==> src/rtl/layer_2_pkg.sv <==
// Shared constants and FSM encoding for the layer-2 argmax reader.
// Also intended for reuse by the bias-add stage testbench.
package layer_2_pkg;

    localparam int NUM_CLASSES = 10;
    localparam int IDX_W       = 4;

    typedef enum logic [1:0] {
        IDLE = 2'd0,
        SCAN = 2'd1,
        DONE = 2'd2
    } state_t;

endpackage

==> src/rtl/layer_2_argmax_reader_signed_max_compare.sv <==
// Combinational strictly-greater signed max step.
// Keeps the incumbent on ties so the lowest index wins.
module signed_max_compare #(
    parameter int SIZE  = 16,
    parameter int IDX_W = 4
) (
    input  logic [SIZE-1:0]  cand_val,
    input  logic [IDX_W-1:0] cand_idx,
    input  logic [SIZE-1:0]  best_val,
    input  logic [IDX_W-1:0] best_idx,
    output logic [SIZE-1:0]  next_val,
    output logic [IDX_W-1:0] next_idx
);

    logic greater;

    assign greater  = $signed(cand_val) > $signed(best_val);
    assign next_val = greater ? cand_val : best_val;
    assign next_idx = greater ? cand_idx : best_idx;

endmodule

==> src/rtl/layer_2_argmax_reader.sv <==
// Snapshots ten class scores on start and scans them one per cycle.
// Optional macro LAYER_2_ARGMAX_ONEHOT_EN adds a registered one-hot output.
module layer_2_argmax_reader
    import layer_2_pkg::*;
#(
    parameter int SIZE = 16
) (
    input  logic             clk,
    input  logic             reset,
    input  logic             start,
    input  logic [SIZE-1:0]  layer_2_score_1,
    input  logic [SIZE-1:0]  layer_2_score_2,
    input  logic [SIZE-1:0]  layer_2_score_3,
    input  logic [SIZE-1:0]  layer_2_score_4,
    input  logic [SIZE-1:0]  layer_2_score_5,
    input  logic [SIZE-1:0]  layer_2_score_6,
    input  logic [SIZE-1:0]  layer_2_score_7,
    input  logic [SIZE-1:0]  layer_2_score_8,
    input  logic [SIZE-1:0]  layer_2_score_9,
    input  logic [SIZE-1:0]  layer_2_score_10,
`ifdef LAYER_2_ARGMAX_ONEHOT_EN
    output logic [NUM_CLASSES-1:0] class_onehot,
`endif
    output logic [IDX_W-1:0] class_idx,
    output logic [SIZE-1:0]  max_value,
    output logic             valid,
    output logic             busy
);

    state_t state, next_state;

    logic [SIZE-1:0]  scores [NUM_CLASSES];
    logic [SIZE-1:0]  snap   [NUM_CLASSES];
    logic [SIZE-1:0]  best_val, cmp_val;
    logic [IDX_W-1:0] best_idx, cmp_idx;
    logic [IDX_W-1:0] counter;
    logic             load, step, finish, last;

    assign scores[0] = layer_2_score_1;
    assign scores[1] = layer_2_score_2;
    assign scores[2] = layer_2_score_3;
    assign scores[3] = layer_2_score_4;
    assign scores[4] = layer_2_score_5;
    assign scores[5] = layer_2_score_6;
    assign scores[6] = layer_2_score_7;
    assign scores[7] = layer_2_score_8;
    assign scores[8] = layer_2_score_9;
    assign scores[9] = layer_2_score_10;

    assign last = counter == IDX_W'(NUM_CLASSES - 1);

    always_ff @(posedge clk) begin
        if (reset) state <= IDLE;
        else       state <= next_state;
    end

    always_comb begin
        next_state = state;
        case (state)
            IDLE:    if (start) next_state = SCAN;
            SCAN:    if (last)  next_state = DONE;
            DONE:    next_state = IDLE;
            default: next_state = IDLE;
        endcase
    end

    always_comb begin
        load   = (state == IDLE) && start;
        step   = (state == SCAN);
        finish = (state == DONE);
    end

    signed_max_compare #(
        .SIZE  (SIZE),
        .IDX_W (IDX_W)
    ) u_cmp (
        .cand_val (snap[counter]),
        .cand_idx (counter),
        .best_val (best_val),
        .best_idx (best_idx),
        .next_val (cmp_val),
        .next_idx (cmp_idx)
    );

    always_ff @(posedge clk) begin
        if (reset) begin
            for (int i = 0; i < NUM_CLASSES; i++) snap[i] <= '0;
            best_val  <= '0;
            best_idx  <= '0;
            counter   <= '0;
            class_idx <= '0;
            max_value <= '0;
            valid     <= 1'b0;
`ifdef LAYER_2_ARGMAX_ONEHOT_EN
            class_onehot <= '0;
`endif
        end else begin
            valid <= finish;
            if (load) begin
                for (int i = 0; i < NUM_CLASSES; i++) snap[i] <= scores[i];
                best_val <= scores[0];
                best_idx <= '0;
                counter  <= IDX_W'(1);
            end
            if (step) begin
                best_val <= cmp_val;
                best_idx <= cmp_idx;
                counter  <= last ? '0 : counter + IDX_W'(1);
            end
            if (finish) begin
                class_idx <= best_idx;
                max_value <= best_val;
`ifdef LAYER_2_ARGMAX_ONEHOT_EN
                class_onehot           <= '0;
                class_onehot[best_idx] <= 1'b1;
`endif
            end
        end
    end

    // busy covers the scan, the DONE cycle and the valid cycle that follows
    assign busy = (state != IDLE) || valid;

endmodule
==> config.mk <==
export PLATFORM = sky130hd
export DESIGN_NAME = layer_2_argmax_reader
export DESIGN_NICKNAME = d
export VERILOG_FILES = /design/src/rtl/layer_2_pkg.sv /design/src/rtl/layer_2_argmax_reader_signed_max_compare.sv /design/src/rtl/layer_2_argmax_reader.sv
export SDC_FILE = /design/constraint.sdc
export NUM_CORES = 1
export LEC_CHECK = 0
export CAP_MARGIN = 40
export CORE_AREA = 3 3 152 154
export CTS_BUF_LIST = sky130_fd_sc_hd__clkbuf_4 sky130_fd_sc_hd__clkbuf_8 sky130_fd_sc_hd__clkbuf_16
export DETAILED_ROUTE_END_ITERATION = 10
export DIE_AREA = 0 0 155 157
export MAX_ROUTING_LAYER = met4
export PLACE_DENSITY_LB_ADDON = 0.2
export SYNTH_ARGS = -nofsm -noshare
export SYNTH_HDL_FRONTEND = slang
export SYNTH_SLANG_ARGS = --single-unit
export TNS_END_PERCENT = 10
==> constraint.sdc <==
create_clock -name clk -period 8.26 [get_ports clk]
set_input_delay 0.826 -clock clk [delete_from_list [all_inputs] [get_ports clk]]
set_output_delay 0.826 -clock clk [all_outputs]
set_load 0.01 [all_outputs]
==> metrics.md <==
| Metric | Value |
|---|---|
| Total negative slack | `0 ns` |
| Post-synth cell types | `44` |
| Core area | `around 22000 um^2` |
| Tcrit/Tclk final | `49.00%` |
| Post-Syn Area per Cell | `13.03 um^2` |
| Top_reg_cell synth | `edfxtp_1` |
| Longest Clk Path Bufs | `3` |
| Fill cells | `approximately 1800` |
| Initial Utilization | `44.97%` |
| Required @ worst endpoint | `8.66 ns` |
| Synth-to-layout area growth | `29.52%` |
| Placed Area | `11940 um^2` |
| Met2 wire len | `10490 um` |
| Global placement routability congestion | `between 0.8 and 0.9` |
| Min-delay worst type | `reg -> reg` |
| Top routing layer used | `met4` |
| Top delay family on crit path | `compound AO/OA/AOI/OAI gates` |
| Share of synthesized registers carrying an async set or reset | `0%` |
| Clock power share | `37.4%` |
| First-pass GRT wire length | `34600 um` |
| Final setup fails | `0` |
| Post-synth EDFFs | `160` |
| Antenna Nets Post-Route | `0` |
| Worst-Skew Late Latency | `0.50 ns` |
| Largest net degree at the start of global routing | `71` |
| Vias in the first global route | `between 6000 and 7000` |
| Fin nets | `1105` |
| DRT Wirelength | `22040 um` |
| Pre-Repair DR Iteration Count | `5` |
| Leakage | `about 4.6 nW` |
| CTS tree | `yes` |
| Metal-1 WL | `9658 um` |
| CTS sink cnt | `211` |
| Initial antenna violation count | `1` |
| Number of synthesized register bits | `211` |
| Setup CP Type | `reg -> reg` |
| Clock-pin slew on the worst setup and hold paths | `approximately 0.060 ns` |
| Total CTS buffers | `23` |
| Crit path time final | `4.047 ns` |
| Crit path cell chain | `buf_16 > mux4_2 > mux2_2 > nor2_1 > a21oi_1 > ha_1 > a41oi_2 > o21ai_0 > a211o_1 > o21ai_2 > buf_8 > a21oi_1 > a311oi_1` |
| Final Skew | `0.01799 ns` |
| Cts repair resizes | `0` |
| CTS Hold Buffers Added | `0` |
| Internal power | `2.086 mW` |
| Residual DRC | `0` |
| Post-Syn Area | `9813 um^2` |
| Slew HR | `around 43%` |
| Initial drt markers | `405` |
| Routed WL per cell | `18.05 um` |
| Share of cells above drive strength 1 | `11.81%` |
| Design area | `12710 um^2` |
| Critical path peak fanout | `37` |
| I/O pin total | `185` |
| Postcts setup bufs | `0` |
| Root Buffer | `clkbuf_16` |
| Status | `complete, no violations` |
| Reg power frac | `46.6%` |
| Total track usage | `a little under a fifth` |
| Synth Instances | `753` |
| Peak Freq | `0.2471 GHz` |
| RSZ-0062 raised after global routing | `no` |
| Crit path buffers/inverters | `2` |
| DR vias | `~6300` |
| Sw frac | `approximately a quarter` |
| Logic pwr share | `15.9%` |
| Psw | `0.6551 mW` |
| Dpl hpwl | `16090 um` |
| Syn nets | `approximately 930` |
| GRT overflow | `0` |
| Sequential area share after synthesis | `59.37%` |
| Max IR drop VDD | `121.2 uV` |
| Max-slew violation count | `0` |
| Die area | `24340 um^2` |
| Htree depth | `1` |
| DIE WIDTH | `between 150 and 200 um` |
| I/O Buffers | `approximately 180` |
| Fin. Hold Viols | `0` |
| Most Frequent Cell on Critical Path | `a21oi_1` |
| FP Rows | `54` |
| Max cap viols | `0` |
| WL met3 | `between 1000 and 1500 um` |
| Crit-path slowest cell | `mux4_2` |
| Pwr/cell area | `215.7 nW/um^2` |
| Largest stage delay on the critical path | `0.58 ns` |
| Vias per cell | `approximately 5.2` |
| Dpl ws | `roughly 4.2 ns` |
| Critical Path Sink Type | `flop` |
| Ys Warns | `0` |
| Final Worst Setup Slack | `4.213 ns` |
| Critical path arrival | `~4.4 ns` |
| Worst-margin pin slew | `0.8518 ns` |
| Die height | `157 um` |
| CP Launch Type | `flop` |
## worst paths after layout
path                          endpoint                      start  slack, ns  cells past startpoint
min          max_value[9]$_SDFFE_PP0P_  max_value[9]$_SDFFE_PP0P_       0.45                      2
max reg2reg  best_val[10]$_SDFFE_PP0P_                       flop       4.21                     13
min reg2reg  max_value[9]$_SDFFE_PP0P_  max_value[9]$_SDFFE_PP0P_       0.45                      2
max          best_val[10]$_SDFFE_PP0P_                       flop       4.21                     13
## kinds of logic (layout without fill, tap and decap cells)
logic type,Yosys count,in the layout,synth area share [%]
flops,211,211,59.37
simple gates,272,272,15.66
compound gates,117,117,8.211
mux,64,64,11.04
fa+ha+maj,18,18,2.295
other cells,0,1,0
buf+inv,71,258,3.430
## final cells by class
cell class / count / area (um^2) / share of cell area (%)
flip-flops and latches: 211 / 5831 / 45.88
multi-input cells: 471 / 3666 / 28.84
repair buffers: 198 / 2022 / 15.91
clock buffers: 32 / 666.9 / 5.247
well taps: 280 / 350.3 / 2.756
clock inverters: 9 / 100.1 / 0.7876
inverters: 19 / 71.32 / 0.5611
diodes: 1 / 2.502 / 0.01969
## per-stage QoR
| step | util (%) | hold slack (ns) | total power, mW | cells |
|---|---|---|---|---|
| 2_1_floorplan | - | 0.4273 | 1.584 | 753 |
| 3_3_place_gp | 54.09 | 0.4351 | 1.717 | 1171 |
| 3_5_place_dp | 54.71 | 0.4445 | 1.739 | 1179 |
| 4_1_cts | 58.23 | 0.4535 | 2.765 | 1220 |
| 5_1_grt | 58.24 | 0.4662 | 2.862 | 1221 |
| 6_report | 58.24 | 0.4507 | 2.741 | 1221 |
## tightest hold or removal path: cells and delay by family (launching register included)
family | cells | cell delay (ns)
AOI/OAI and AO/OA | 1 | 0.05
DFF | 1 | 0.30
and+or+nand+nor | 1 | 0.05
## metal layers
metal / vias to the layer above / GRT usage (%)
met5: - / -
met4: 0 / 4.247
met3: 38 / 3.024
met2: 213 / 29.26
met1: 2958 / 25.95
li1: 3102 / -
## synth_stat cells (2+ instances only)
library cell / count / area share, %
and2_1: 162 / 10
edfxtp_1: 160 / 49
a21oi_1: 60 / 3.1
dfxtp_1: 51 / 10
nand2_1: 47 / 1.8
clkbuf_1: 32 / 1.2
mux4_2: 30 / 6.9
nor2_1: 23 / 0.88
nor2b_1: 20 / 1.3
inv_1: 19 / 0.73
ha_1: 18 / 2.3
a311oi_1: 16 / 1.4
mux2i_1: 16 / 1.6
a221oi_1: 12 / 1.1
mux2_2: 12 / 1.4
o21ai_0: 10 / 0.51
buf_1: 7 / 0.27
buf_2: 7 / 0.36
nand4_1: 6 / 0.38
a221oi_2: 4 / 0.61
mux2_4: 4 / 0.61
nand2b_1: 4 / 0.25
buf_6: 3 / 0.34
nand3_1: 3 / 0.15
nor3_1: 3 / 0.15
buf_8: 2 / 0.31
mux4_1: 2 / 0.54
o211ai_1: 2 / 0.15
o21a_1: 2 / 0.15
o31a_1: 2 / 0.18
## power by group through the flow
stage	Sequential [mW]	Combinational [mW]	Clock, mW
6_report	1.28	0.437	1.03
5_1_grt	1.29	0.484	1.09
4_1_cts	1.28	0.441	1.04
3_5_place_dp	1.30	0.439	0
3_3_place_gp	1.31	0.406	0
2_1_floorplan	1.29	0.296	0
## flip-flops by register name, summed over array words and instances (netlist names), named ones only
name,count
best_idx,4
state,2
best_val,16
valid,1
snap,160
class_idx,4
counter,4
max_value,16
## cells in the final DEF (no fill, tap or decap), types with 3 or more instances in the layout
| master | instances |
|---|---|
| clkbuf_16 | 24 |
| and2_1 | 162 |
| a21oi_1 | 60 |
| inv_1 | 19 |
| o21ai_0 | 10 |
| clkbuf_4 | 7 |
| nor3_1 | 3 |
| buf_4 | 7 |
| nor2_1 | 22 |
| nand2_1 | 47 |
| nand3_1 | 3 |
| a311oi_1 | 16 |
| nand4_1 | 6 |
| edfxtp_1 | 160 |
| ha_1 | 18 |
| mux4_2 | 30 |
| mux2_2 | 12 |
| nand2b_1 | 3 |
| mux2_4 | 4 |
| clkdlybuf4s50_1 | 184 |
| a221oi_1 | 12 |
| mux2i_1 | 16 |
| a221oi_2 | 4 |
| buf_8 | 4 |
| nor2b_1 | 20 |
| dfxtp_1 | 49 |
(Power assumes the default switching activity.)
